File: src/rtl/vga_tile_fetcher_pkg.sv
// Shared constants and types for the VGA tile fetcher.
// Holds the colour width, the VGA timing constants, the tile geometry and the
// fetch FSM state encoding.
package vga_tile_fetcher_pkg;

    localparam int unsigned COLOR_W      = 3;   // colour bits per tile
    localparam int unsigned TILES_X_LOG2 = 5;   // 32 tiles per row
    localparam int unsigned TILE_W_LOG2  = 5;   // 32-pixel-wide tiles
    localparam int unsigned TILE_H_LOG2  = 4;   // 16-pixel-high tiles
    localparam int unsigned TILES_X      = 1 << TILES_X_LOG2;

    localparam int unsigned H_ACTIVE = 640;
    localparam int unsigned V_ACTIVE = 480;
    localparam int unsigned V_TOTAL  = 525;

    localparam int unsigned CNT_W  = 10;                 // raster counter width
    localparam int unsigned ADDR_W = 2 * TILES_X_LOG2;   // {tile_row, tile_col}

    typedef enum logic [1:0] {
        StIdle = 2'd0,
        StReq  = 2'd1,
        StDone = 2'd2
    } fetch_state_e;

endpackage

File: src/rtl/vga_tile_fetcher_tile_line_buffer.sv
// Ping-pong tile line buffer: two banks of TILES_X colour entries.
// Ports:
//   clk_i, rst_ni           clock, asynchronous active-low reset (clears both banks)
//   wr_en_i/wr_sel_i        write strobe and bank select (the back buffer)
//   wr_idx_i/wr_data_i      write tile index and colour
//   rd_sel_i/rd_idx_i       read bank (the active buffer) and tile index
//   rd_blank_i              force the registered read data to 0
//   rd_data_o               registered read data, one cycle after the index
module vga_tile_fetcher_tile_line_buffer
    import vga_tile_fetcher_pkg::*;
(
    input  logic                    clk_i,
    input  logic                    rst_ni,
    input  logic                    wr_en_i,
    input  logic                    wr_sel_i,
    input  logic [TILES_X_LOG2-1:0] wr_idx_i,
    input  logic [COLOR_W-1:0]      wr_data_i,
    input  logic                    rd_sel_i,
    input  logic [TILES_X_LOG2-1:0] rd_idx_i,
    input  logic                    rd_blank_i,
    output logic [COLOR_W-1:0]      rd_data_o
);

    logic [COLOR_W-1:0] mem_q [2][TILES_X];
    logic [COLOR_W-1:0] mem_d [2][TILES_X];
    logic [COLOR_W-1:0] rd_data_q, rd_data_d;

    always_comb begin
        mem_d = mem_q;
        if (wr_en_i) begin
            mem_d[wr_sel_i][wr_idx_i] = wr_data_i;
        end
        rd_data_d = rd_blank_i ? '0 : mem_q[rd_sel_i][rd_idx_i];
    end

    always_ff @(posedge clk_i or negedge rst_ni) begin
        if (!rst_ni) begin
            for (int b = 0; b < 2; b++) begin
                for (int i = 0; i < int'(TILES_X); i++) begin
                    mem_q[b][i] <= '0;
                end
            end
            rd_data_q <= '0;
        end else begin
            mem_q     <= mem_d;
            rd_data_q <= rd_data_d;
        end
    end

    assign rd_data_o = rd_data_q;

endmodule

File: src/rtl/vga_tile_fetcher.sv
// VGA tile fetcher: prefetches one tile row of colours from video memory into
// a ping-pong line buffer during horizontal blanking, and drives the colour of
// the current pixel from the active buffer with one cycle of latency.
// Ports:
//   Clock, Reset               clock, asynchronous active-low reset
//   iEnable                    allows new fetches to start
//   iColumnCount, iRowCount    current raster position
//   oReadReq, oReadAddress     read request, address {tile_row, tile_col}
//   iReadAck, iReadData        read grant with valid colour in the same cycle
//   oPixel                     registered colour for the current pixel
//   oFetchBusy                 fetch FSM not idle
//   oUnderrun                  one-cycle pulse: swap point hit before fetch completed
// Build option: define SCANOUT_BLANK_EN to force oPixel to 0 outside the
// visible area; otherwise blanking is left to the VGA controller.
module vga_tile_fetcher
    import vga_tile_fetcher_pkg::*;
(
    input  logic               Clock,
    input  logic               Reset,
    input  logic               iEnable,
    input  logic [CNT_W-1:0]   iColumnCount,
    input  logic [CNT_W-1:0]   iRowCount,
    output logic               oReadReq,
    output logic [ADDR_W-1:0]  oReadAddress,
    input  logic               iReadAck,
    input  logic [COLOR_W-1:0] iReadData,
    output logic [COLOR_W-1:0] oPixel,
    output logic               oFetchBusy,
    output logic               oUnderrun
);

    fetch_state_e state_q, state_d;
    logic [TILES_X_LOG2-1:0] tile_row_q, tile_row_d;
    logic [TILES_X_LOG2-1:0] index_q, index_d;
    logic ready_q, ready_d;
    logic active_sel_q, active_sel_d;
    logic underrun_q, underrun_d;

    logic [CNT_W-1:0] nrow;
    logic trig_cond, trigger, swap_point, wr_en, blank;

    always_comb begin
        nrow = (iRowCount == CNT_W'(V_TOTAL - 1)) ? '0 : iRowCount + CNT_W'(1);
        // Fetch the next tile row at the start of H-blank of the row before it.
        trig_cond = (iColumnCount == CNT_W'(H_ACTIVE)) &&
                    (nrow[TILE_H_LOG2-1:0] == '0) &&
                    (nrow < CNT_W'(V_ACTIVE)) && iEnable;
        trigger = trig_cond && (state_q == StIdle);
        swap_point = (iColumnCount == '0) && (iRowCount[TILE_H_LOG2-1:0] == '0) &&
                     (iRowCount < CNT_W'(V_ACTIVE));
`ifdef SCANOUT_BLANK_EN
        blank = (iColumnCount >= CNT_W'(H_ACTIVE)) || (iRowCount >= CNT_W'(V_ACTIVE));
`else
        blank = 1'b0;
`endif
    end

    always_comb begin
        state_d      = state_q;
        tile_row_d   = tile_row_q;
        index_d      = index_q;
        ready_d      = ready_q;
        active_sel_d = active_sel_q;
        underrun_d   = 1'b0;
        wr_en        = 1'b0;

        unique case (state_q)
            StIdle: begin
                if (trigger) begin
                    state_d    = StReq;
                    tile_row_d = nrow[TILE_H_LOG2+TILES_X_LOG2-1:TILE_H_LOG2];
                    index_d    = '0;
                    ready_d    = 1'b0;
                end
            end
            StReq: begin
                if (iReadAck) begin
                    wr_en   = 1'b1;
                    index_d = index_q + 1'b1;
                    if (index_q == '1) begin
                        state_d = StDone;
                    end
                end
            end
            StDone: begin
                ready_d = 1'b1;
                state_d = StIdle;
            end
            default: state_d = StIdle;
        endcase

        // An incomplete fetch keeps running; the old row stays on screen.
        if (swap_point) begin
            if (ready_q) begin
                active_sel_d = ~active_sel_q;
                ready_d      = 1'b0;
            end else begin
                underrun_d = 1'b1;
            end
        end
    end

    always_ff @(posedge Clock or negedge Reset) begin
        if (!Reset) begin
            state_q      <= StIdle;
            tile_row_q   <= '0;
            index_q      <= '0;
            ready_q      <= 1'b0;
            active_sel_q <= 1'b0;
            underrun_q   <= 1'b0;
        end else begin
            state_q      <= state_d;
            tile_row_q   <= tile_row_d;
            index_q      <= index_d;
            ready_q      <= ready_d;
            active_sel_q <= active_sel_d;
            underrun_q   <= underrun_d;
        end
    end

    // Read with the post-swap select so column 0 of a new tile row already
    // shows the freshly fetched colours.
    vga_tile_fetcher_tile_line_buffer u_line_buffer (
        .clk_i      (Clock),
        .rst_ni     (Reset),
        .wr_en_i    (wr_en),
        .wr_sel_i   (~active_sel_q),
        .wr_idx_i   (index_q),
        .wr_data_i  (iReadData),
        .rd_sel_i   (active_sel_d),
        .rd_idx_i   (iColumnCount[CNT_W-1:TILE_W_LOG2]),
        .rd_blank_i (blank),
        .rd_data_o  (oPixel)
    );

    assign oReadReq     = (state_q == StReq);
    assign oReadAddress = {tile_row_q, index_q};
    assign oFetchBusy   = (state_q != StIdle);
    assign oUnderrun    = underrun_q;

    // H-blank is long enough that a new trigger never meets a busy fetcher.
    trigger_while_busy_a: assert property (@(posedge Clock) disable iff (!Reset)
        !(trig_cond && (state_q != StIdle)));

endmodule

File: config.mk
export PLATFORM = sky130hd
export DESIGN_NAME = vga_tile_fetcher
export DESIGN_NICKNAME = d
export VERILOG_FILES = /design/src/rtl/vga_tile_fetcher_pkg.sv /design/src/rtl/vga_tile_fetcher_tile_line_buffer.sv /design/src/rtl/vga_tile_fetcher.sv
export SDC_FILE = /design/constraint.sdc
export NUM_CORES = 1
export LEC_CHECK = 0
export BUFFER_PORTS_ARGS = -buffer_cell sky130_fd_sc_hd__buf_2
export CAP_MARGIN = 20
export CELL_PAD_IN_SITES_DETAIL_PLACEMENT = 0
export CELL_PAD_IN_SITES_GLOBAL_PLACEMENT = 1
export CORE_UTILIZATION = 52
export DETAILED_ROUTE_END_ITERATION = 7
export PLACE_DENSITY = 0.82
export SLEW_MARGIN = 20
export SYNTH_ARGS = -nofsm -noshare
export SYNTH_HDL_FRONTEND = slang
export SYNTH_HIERARCHICAL = 1
export SYNTH_SLANG_ARGS = --single-unit
File: constraint.sdc
create_clock -name Clock -period 2.4 [get_ports Clock]
set_input_delay 0.36 -clock Clock [delete_from_list [all_inputs] [get_ports Clock]]
set_output_delay 0.36 -clock Clock [all_outputs]
set_load 0.02 [all_outputs]
; ---- Word-level counts from Yosys, hierarchy flattened
; Index checks and enable logic that the tools add are counted.
[totals]
ff_bits = 210
inputBits = 27
output_inout_bits = 16
elab_cells = 140
[op_classes]
n_addsub = 2
order_cmp = 8
n_eq_ne = 8
n_mux = 29
n_bitwise = 5
n_reduce_logical = 17
[op_table]
columns = op, n
row1 = 96-bit 2-to-1 mux, 4
row2 = 192-bit bitwise mux, 1
row3 = 96-bit demux with 1-bit select, 1
row4 = 10-bit == test (second input constant), 2
row5 = 10-bit by 9-bit < comparator with 1-bit output (second input constant), 2
row6 = 3-bit binary-select mux with 5-bit select, 1
row7 = 3-bit demux with 5-bit select, 1
row8 = 6-bit greater-or-equal comparator (second input constant), 2
row9 = 5-bit inverter with 6-bit output, 2
row10 = 10-bit by 1-bit adder with 10-bit output (second input constant), 1
row11 = 10-bit zero test, 1
row12 = 10-bit 2-to-1 mux, 1
row13 = 5-bit 2-to-1 mux, 2
row14 = 5-bit one-hot mux with 2 select lines, 1
row15 = 1-bit 2-to-1 mux, 9
row16 = 3-bit 2-to-1 mux, 3
row17 = 1-bit logical AND, 8
row18 = 4-bit zero test, 2
row19 = 6-bit by 1-bit < comparator with 1-bit output (second input constant), 1
row20 = 2-bit 2-to-1 mux, 3
row21 = 3-bit AND reduction, 2
row22 = 5-bit by 1-bit adder with 5-bit output (second input constant), 1
row23 = 5-bit == test (second input constant), 1
row24 = 2-bit greater-or-equal comparator (second input constant), 2
row25 = other kinds (12), 15

; ---- Logic depth before layout (Yosys ltp)
; Gate-level depths: netlist of run 1.
[logic_depth]
ltp_word = 11
mapped_depth = 14

; ---- Cells and area by module
; Netlist of run 1, hierarchy kept.
[by_module_without_submodules]
columns = mod, n_inst, cells_each, area_each_um2
row1 = vga_tile_fetcher_tile_line_buffer, 1, 622, 9241.4
row2 = vga_tile_fetcher, 1, 101, 930.9

; ---- Worst setup path before layout of run 1
; OpenSTA, ideal clock, no wires.
[synth_timing]
path_type = in2reg
from = in iRowCount[0]
to = reg u_line_buffer.rd_data_q[0], in the netlist u_line_buffer/rd_data_o[0]
arrival_time_ps = 3097
t_required_ps = 2280
path_slack_ps = -816
stages = 13
path_buffers = 2
cell_sequence = inv_1 ha_1 nor4b_1 nand2_1 or4_2 nor2_1 xnor2_1 buf_6 buf_6 mux4_2 a2111oi_2 a31oi_1 a31o_1
[synth_between]
elab_chain_cells = 11
word_cells_on_any_way = 12
cone_classes = order compare (1) / mux (7) / bitwise (1) / reduce/logical (3)
[synth_lines]
columns = item, line_no
row1 = from (decl), vga_tile_fetcher.sv:22  ; input logic [CNT_W-1:0] iRowCount,
row2 = "parallel branches: the longest is 2 deep, another holds 10-bit by 9-bit < comparator with 1-bit output", --
row3 = 1-bit logical AND *, vga_tile_fetcher.sv:49  ; swap_point = (iColumnCount == '0) && (iRowCount[TILE_H_LOG2-1:0] == '0) &&
row4 = 1-bit 2-to-1 mux *, vga_tile_fetcher.sv:93  ; if (swap_point) begin
row5 = net active_sel_d, vga_tile_fetcher.sv:36  ; logic active_sel_q, active_sel_d;
row6 = 1-bit inverter with 2-bit output (not written as such) *, vga_tile_fetcher_tile_line_buffer.sv:33  ; rd_data_d = rd_blank_i ? '0 : mem_q[rd_sel_i][rd_idx_i];
row7 = 96-bit 2-to-1 mux (not written as such) * (3 in series), vga_tile_fetcher_tile_line_buffer.sv:33
row8 = 3-bit binary-select mux with 5-bit select *, vga_tile_fetcher_tile_line_buffer.sv:33
row9 = 3-bit 2-to-1 mux (not written as such) * (2 in series), vga_tile_fetcher_tile_line_buffer.sv:33
row10 = net u_line_buffer.rd_data_d[0], vga_tile_fetcher_tile_line_buffer.sv:26  ; logic [COLOR_W-1:0] rd_data_q, rd_data_d;
row11 = to (signal assigned), vga_tile_fetcher_tile_line_buffer.sv:46  ; rd_data_q <= rd_data_d;
row12 = to (decl), vga_tile_fetcher_tile_line_buffer.sv:26
; Mark *: on every way through the listed nets, which the timed path passes. The select of a mux whose other input is x is not followed.
; A chain may end at the register's enable or synchronous reset.

; ---- Worst setup path after layout of run 1
[layout_timing]
from = in iColumnCount[8]
to = reg u_line_buffer.rd_data_q[1], in the netlist u_line_buffer/rd_data_o[1]
[layout_between]
elab_chain_cells = 11
word_cells_on_any_way = 12
cone_classes = mux (7) / bitwise (2) / reduce/logical (3)
[layout_lines]
columns = item, line_no
row1 = from (decl), vga_tile_fetcher.sv:21  ; input logic [CNT_W-1:0] iColumnCount,
row2 = 10-bit zero test, vga_tile_fetcher.sv:49
row3 = 1-bit logical AND (2 in series), vga_tile_fetcher.sv:49
row4 = 1-bit 2-to-1 mux, vga_tile_fetcher.sv:93
row5 = net active_sel_d, vga_tile_fetcher.sv:36
row6 = 1-bit inverter with 2-bit output (not written as such), vga_tile_fetcher_tile_line_buffer.sv:33
row7 = 96-bit 2-to-1 mux (not written as such) (3 in series), vga_tile_fetcher_tile_line_buffer.sv:33
row8 = 3-bit binary-select mux with 5-bit select, vga_tile_fetcher_tile_line_buffer.sv:33
row9 = 3-bit 2-to-1 mux (not written as such) (2 in series), vga_tile_fetcher_tile_line_buffer.sv:33
row10 = net u_line_buffer.rd_data_d[1], vga_tile_fetcher_tile_line_buffer.sv:26
; The timed path passes the listed nets, and every way through them passes these cells. The select of a mux whose other input is x is not followed.

==> results_dict.tcl, run 1 <==
set metrics [dict create \
    detail_route.first_pass.iterations 4 \
    grt_setup_unrepaired "yes" \
    powerDensity_mw_per_mm2 617 \
    hpwl_um 16200 \
    area.growth.synth_to_final_pct 17.2 \
    postSynth.topFlopCell "dfrtp_1" \
    critical-path-max-stage-delay_ns 0.56 \
    tritoncts "built" \
    timing.final.setup_violations 3 \
    stdcell_count 1089 \
    timing.rr.start "ready_q" \
    postSynth.asyncResetShare_pct 100 \
    routed-via-count 6566 \
    startpoint_type "input pin" \
    critical_path.n_buffers_inverters 2 \
    grt_antenna_before_repair 1 \
    via_per_inst 6.03 \
    design_power_total_mw 7.35 \
    report.final.slew_viol_count 0 \
    static-leakage-power_nw 5.83 \
    antenna_cells 0 \
    die_height_um 142 \
    post_synth_most_frequent_cells "210 x dfrtp_1, 194 x mux2_2, 62 x nor2_1" \
    min-delay-start "iReadAck" \
    clock_tree.htree_level_count 1 \
    failed_checks "negative setup slack" \
    yosys.cell_count.top_type "dfrtp_1" \
    clock-root-buffer "clkbuf_16" \
    finish.net_count 845 \
    grt_first_pass_wirelength_um 38700 \
    fin_worst_skew_ns 0.0105 \
    layout_setup_ws_ns -0.362 \
    cp_cell_sequence "buf_8 -> nor4_4 -> nand2_1 -> or4_4 -> nor2_4 -> xnor2_4 -> buf_12 -> mux4_1 -> a211oi_1 -> a311oi_1 -> a22o_1" \
    cell_area_after_synthesis_mm2 0.0102 \
    numCtsBuffers 23 \
    vias_in_the_first_global_route 6954 \
    synth_top_area_cell "dfrtp_1" \
    irDropWorstVdd_uv 505 \
    fin_crit_ns 2.76 \
    drv_cap 0 \
    globalRoute.totalOverflow 0 \
    maximum_root_to_sink_buffer_count 3 \
    gr-usage-all-layers_pct 25.2 \
    finalHoldViolCount 0 \
    timing.hold.ws_ns 0.128 \
    placementRows 50 \
    worstSetupPathType "input pin to flip-flop" \
    fp.dieW_um 142 \
    worst-endpoint-required_ns 2.79 \
    holdCritPathClass "input pin to flip-flop" \
    core_area_mm2 0.0190 \
    cp_data_arrival_time_ns 3.15 \
    yosysWarningCount 6 \
    reg2reg_depth 8 \
    total_drc_errors_in_the_routed_layout 0 \
    buffer_ports.inserted 42 \
    layout-drive-gt1-share_pct 47.0 \
    slew_headroom_pct 43.8 \
    synth.top_cell.area_share_pct 51.7 \
    placedCellCount 1041 \
    share_of_the_yosys_chip_area_belonging_to_registers_pct 51.7 \
    pin_count_of_the_biggest_net_entering_global_routing 65 \
    design.die.area_mm2 0.0201 \
    end_kind "flip-flop" \
    route.final.wire_length_um 24200 \
    final_antenna_net_count 0 \
    clock_sink_count 210 \
    reg2reg_to "u_line_buffer/rd_data_o[1]" \
    min_delay_worst_endpoint "state_q[1]" \
    synth_edf_count 0 \
    tightest_slew_ns 0.844 \
    detailedRoute.firstIterationViolations 404 \
    clkLatencyLatePin_ns 0.50 \
    hold_path_depth 2 \
    synth_seq_cells 210 \
    cts.clk_slew.worst_paths_ns 0.06 \
    critical_path.slowest_cell "mux4_1" \
    globalplace.congestion 0.862 \
    syn-instance-count 723 \
    path_delay_family "simple AND/OR/NAND/NOR gates" \
    post_synth.cell_area_avg_um2 14.1 \
    setup.reg_to_reg.worst_slack_ns 0.04 \
    layout_worst_path_cycle_share_pct 115 \
    starting_density_pct 53.7 \
    outcome "finished with violations" \
    yosys-top-cells-area "dfrtp_1 52%, mux2_2 21%, mux4_1 6.2%" \
    synthDistinctLibCells 55 \
    top_level_ports 43 \
    worst-path-max-fanout 8 \
    detail_route.wl_per_cell_um 22.2 \
    max_freq_mhz 362 \
]
==> what timing repair did <==
action,CTS,global route
endpoints found under the setup margin,3,63
hold endpoints to repair,60,0
cloned,1,0
pin swaps,10,4
hold buffers,1,0
setup buffers,3,4
resized for setup,18,7
==> placed cells by master, fill, tap and decap left out, drive strengths merged, types with 6 or more instances in the layout <==
| cell type | instances |
|---|---|
| nor2 | 62 |
| nand2 | 34 |
| mux2i | 7 |
| mux4 | 50 |
| dfrtp | 210 |
| clkbuf | 33 |
| inv | 10 |
| xnor2 | 6 |
| o21ai | 8 |
| mux2 | 194 |
| nor2b | 9 |
| nand3 | 9 |
| buf | 103 |
==> how the worst max path moves through the flow <==
stage | startpoint | endpoint | slack (ns) | depth (start not counted)
3_3_place_gp | iColumnCount[5] | u_line_buffer/rd_data_o[1] | -0.97 | 12
2_1_floorplan | iColumnCount[5] | u_line_buffer/rd_data_o[0] | -0.55 | 11
6_report | iColumnCount[8] | u_line_buffer/rd_data_o[1] | -0.36 | 11
3_5_place_dp | iColumnCount[5] | u_line_buffer/rd_data_o[1] | -1.00 | 12
4_1_cts | iColumnCount[8] | u_line_buffer/rd_data_o[1] | -0.32 | 12
5_1_grt | iColumnCount[8] | u_line_buffer/rd_data_o[1] | -0.45 | 12
==> power breakdown <==
group | total, mW | internal [mW] | switching (mW)
clock | 3.46 | 2.05 | 1.41
combinational | 0.351 | 0.116 | 0.235
sequential | 3.55 | 3.54 | 0.00390
total | 7.35 | 5.71 | 1.64
==> sequential cells by signal, indices dropped and copies added (netlist names) <==
signal                   count
ready_q                      1
state_q                      2
active_sel_q                 1
u_line_buffer/rd_data_o      3
u_line_buffer/mem_q        192
oUnderrun                    1
tile_row_q                   5
index_q                      5
==> per-stage QoR <==
step	setup TNS (ns)	area, um^2	util, %	worst slack [ns]
CTS	-0.891	11900	62.8	-0.322
detailed placement	-2.87	11000	58.1	-1.00
finish	-0.996	11900	62.9	-0.362
global placement	-2.81	11000	58.1	-0.972
floorplan	-1.46	10200	-	-0.552
global route	-1.29	11900	62.9	-0.454
==> cell families after synthesis <==
group | share of synthesized area, %
AOI/OAI and AO/OA | 2.90
DFF | 51.7
muxes | 34.1
and+or+nand+nor | 7.50
xor gates and xnor gates | 0.861
buffers and inverters | 2.42
adders and majority gates | 0.492
other | 0.0369
==> layer usage <==
| layer | track usage (%) | up-vias | wire length (um) |
|---|---|---|---|
| li1 | - | 2861 | - |
| met1 | 34.3 | 3426 | 10400 |
| met2 | 41.5 | 228 | 11700 |
| met3 | 4.25 | 51 | 1530 |
| met4 | 7.81 | 0 | 592 |
| met5 | 0 | - | 0 |
==> worst reg2reg max path, stage by stage (launching register included) <==
cell	delay, ns
dfrtp_1	0.38
inv_1	0.09
nor2_4	0.06
xnor2_4	0.30
buf_12	0.18
mux4_1	0.56
a211oi_1	0.34
a311oi_1	0.10
a22o_1	0.24
==> final cells by class <==
cell class              instances  area (um^2)
fillers                      1410         7030
flip-flops and latches        210         5260
multi-input cells             465         4770
repair buffers                105          792
clock buffers                  32          669
well taps                     260          325
clock inverters                 8         73.8
inverters                       9         36.3
(Power assumes the default switching activity.)
==> run 2: changes to the inputs <==
--- a/config.mk
+++ b/config.mk
@@ -9,9 +9,9 @@
 export CAP_MARGIN = 20
 export CELL_PAD_IN_SITES_DETAIL_PLACEMENT = 0
 export CELL_PAD_IN_SITES_GLOBAL_PLACEMENT = 1
-export CORE_UTILIZATION = 52
+export CORE_UTILIZATION = 47
 export DETAILED_ROUTE_END_ITERATION = 7
-export PLACE_DENSITY = 0.82
+export PLACE_DENSITY = 0.78
 export SLEW_MARGIN = 20
 export SYNTH_ARGS = -nofsm -noshare
 export SYNTH_HDL_FRONTEND = slang
==> constraint.sdc (replaced) <==
create_clock -name Clock -period 2.2 [get_ports Clock]
set_input_delay 0.33 -clock Clock [delete_from_list [all_inputs] [get_ports Clock]]
set_output_delay 0.33 -clock Clock [all_outputs]
set_load 0.02 [all_outputs]
==> run 2 against run 1 <==
  * The run still ends with negative setup slack left
  * Worst hold slack worse by 0.016 ns
  * Sequential cell count stayed put
  * Cell area is 1.2% higher
  * Power is 11% higher
  * First-iteration DRC count is 3.2% higher
  * Critical path depth is 1 higher
  * Final cell count is 1.4% higher
  * Clock power is 14% higher
  * Wire length is 4.0% higher
  * Clock-buffer cell count is 1 lower
  * Largest power group is now the clock network
  * Highest routed layer unchanged
==> results_dict.tcl, run 2 (same netlist as run 1, synthesis figures left out) <==
set metrics [dict create \
    cp_cell_sequence "buf_8 -> nor4_4 -> nand2_1 -> or4_4 -> nor2_4 -> xnor2_4 -> buf_6 -> mux4_2 -> and3b_1 -> a31oi_1 -> o211ai_1 -> a22o_1" \
    layout-drive-gt1-share_pct 49.0 \
    top_level_ports 43 \
    total_drc_errors_in_the_routed_layout 0 \
    fp.dieW_um 149 \
    largest_register_ffs 192 \
    critical-path-max-stage-delay_ns 0.52 \
    failed_checks "negative setup slack" \
    placementRows 53 \
    cp_data_arrival_time_ns 3.05 \
    area.growth.synth_to_final_pct 18.6 \
    clkLatencyLatePin_ns 0.51 \
    detail_route.first_pass.iterations 4 \
    route.layer.met1.wl_um 11000 \
    design_power_total_mw 8.19 \
    path_delay_family "simple AND/OR/NAND/NOR gates" \
    finish.net_count 844 \
    most_common_cell_after_layout_fill_and_taps_aside "dfrtp_1" \
    fin_worst_skew_ns 0.0143 \
    pin_count_of_the_biggest_net_entering_global_routing 65 \
    detailedRoute.firstIterationViolations 417 \
    globalRoute.totalOverflow 0 \
    hpwl_um 16900 \
    slew_headroom_pct 40.4 \
    vias_in_the_first_global_route 6992 \
    detail_route.wl_per_cell_um 22.8 \
    most_frequent_cells_in_the_layout "210 x dfrtp_1, 194 x mux2_2, 55 x buf_4, 41 x nor2_1, 37 x buf_2" \
    holdCritPathClass "input pin to flip-flop" \
    starting_density_pct 48.2 \
    maximum_root_to_sink_buffer_count 3 \
    startpoint_type "input pin" \
    antenna_cells 0 \
    max_freq_mhz 376 \
    timing.final.setup_violations 3 \
    grt_antenna_before_repair 0 \
    final_antenna_net_count 0 \
    drv_cap 0 \
    static-leakage-power_nw 5.84 \
    route.final.wire_length_um 25100 \
    end_kind "flip-flop" \
    reg.largest.list "u_line_buffer/mem_q: 192 flops, index_q: 5 flops, tile_row_q: 5 flops" \
    globalplace.congestion 0.982 \
    numCtsBuffers 22 \
    timing.hold.ws_ns 0.112 \
    fin_crit_ns 2.66 \
    finalHoldViolCount 0 \
    max_flop_register "u_line_buffer/mem_q" \
    irDropWorstVdd_uv 405 \
    clock_sink_count 210 \
    core_area_mm2 0.0211 \
    buffer_ports.inserted 42 \
    layout_worst_path_cycle_share_pct 121 \
    finished_layout_cell_area_mm2 0.0121 \
    via_per_inst 5.91 \
    dr_wl_met2_um 12400 \
    layout_setup_ws_ns -0.462 \
    worst-endpoint-required_ns 2.59 \
    highest-signal-layer "met4" \
    grt_first_pass_wirelength_um 40500 \
    powerDensity_mw_per_mm2 679 \
    routed-via-count 6524 \
    design.die.area_mm2 0.0222 \
    clock-root-buffer "clkbuf_16" \
    setup_total_negative_slack_ns -1.32 \
    outcome "finished with violations" \
    tritoncts "built" \
    grt_setup_unrepaired "yes" \
    critical_path.slowest_cell "or4_4" \
    clock_tree.htree_level_count 1 \
    worst-path-max-fanout 6 \
    detailed_place.area_mm2 0.0111 \
    critical_path.n_buffers_inverters 2 \
    die_height_um 149 \
    tightest_slew_ns 0.893 \
    cts.clk_slew.worst_paths_ns 0.06 \
    report.final.slew_viol_count 0 \
    worstSetupPathType "input pin to flip-flop" \
    wl_met3_um 1330 \
    gr-usage-all-layers_pct 24.0 \
]
## run 2: changes by cell type in the layout (fill, tap and decap cells not counted), moves of 3 or more
cell,delta
nor2_1,-19
nor2_2,+13
nor2_4,+6
buf_4,+3
buf_6,-3
## run 2: worst reg2reg max path, stage by stage (launching register included)
cell      delay, ns
dfrtp_1        0.38
inv_1          0.14
nor2_4         0.08
xnor2_4        0.25
buf_6          0.19
mux4_2         0.49
and3b_1        0.17
a31oi_1        0.14
o211ai_1       0.16
a22o_1         0.23
## run 2: area by class of cell
cell class                      count  area (um^2)
Timing Repair Buffer              105          806
Multi-Input combinational cell    465         4850
Clock inverter                      9          125
Inverter                            9         36.3
Sequential cell                   210         5260
Tap cell                          275          344
Clock buffer                       31          656
Fill cell                        1644         9020
## run 2: power by group
group	leakage (nW)	internal (mW)	total (mW)	switching (mW)
Sequential	2.92	3.87	3.87	0.00391
Combinational	2.54	0.128	0.389	0.261
Clock	0.381	2.43	3.93	1.51
Total	5.84	6.42	8.19	1.77
## run 2: final timing paths
check                                   startpoint                          to  slack (ns)  cells after the start
hold reg to reg            u_line_buffer/mem_q[11]     u_line_buffer/mem_q[11]        0.50                      1
max in group asynchronous                    Reset     u_line_buffer/mem_q[80]        1.01                      3
setup reg to reg                           ready_q  u_line_buffer/rd_data_o[1]       -0.15                      9
setup / recovery                   iColumnCount[5]  u_line_buffer/rd_data_o[1]       -0.46                     12
min in group asynchronous                    Reset     u_line_buffer/mem_q[24]        0.38                      2
hold / removal                            iReadAck                  state_q[1]        0.11                      2
## run 2: what timing repair did
item	4_1_cts	5_1_grt
endpoints found under the hold margin	55	0
pin swaps	6	0
hold buffers	1	0
gates resized for setup	26	19
setup endpoints to repair	34	89
buffers inserted	4	2
## run 2: through the flow
step,std cells,util (%),setup slack [ns]
after global placement,1057,52.5,-1.12
after CTS,1102,56.8,-0.438
after global routing,1104,57.2,-0.598
after detailed placement,1057,52.5,-1.17
final,1104,57.2,-0.462
after floorplan,724,-,-0.722
## run 2: metal layers
layer,vias to the layer above,track usage [%]
met3,33,3.21
li1,2860,-
met4,0,5.82
met5,-,0
met1,3465,33.3
met2,166,40.1
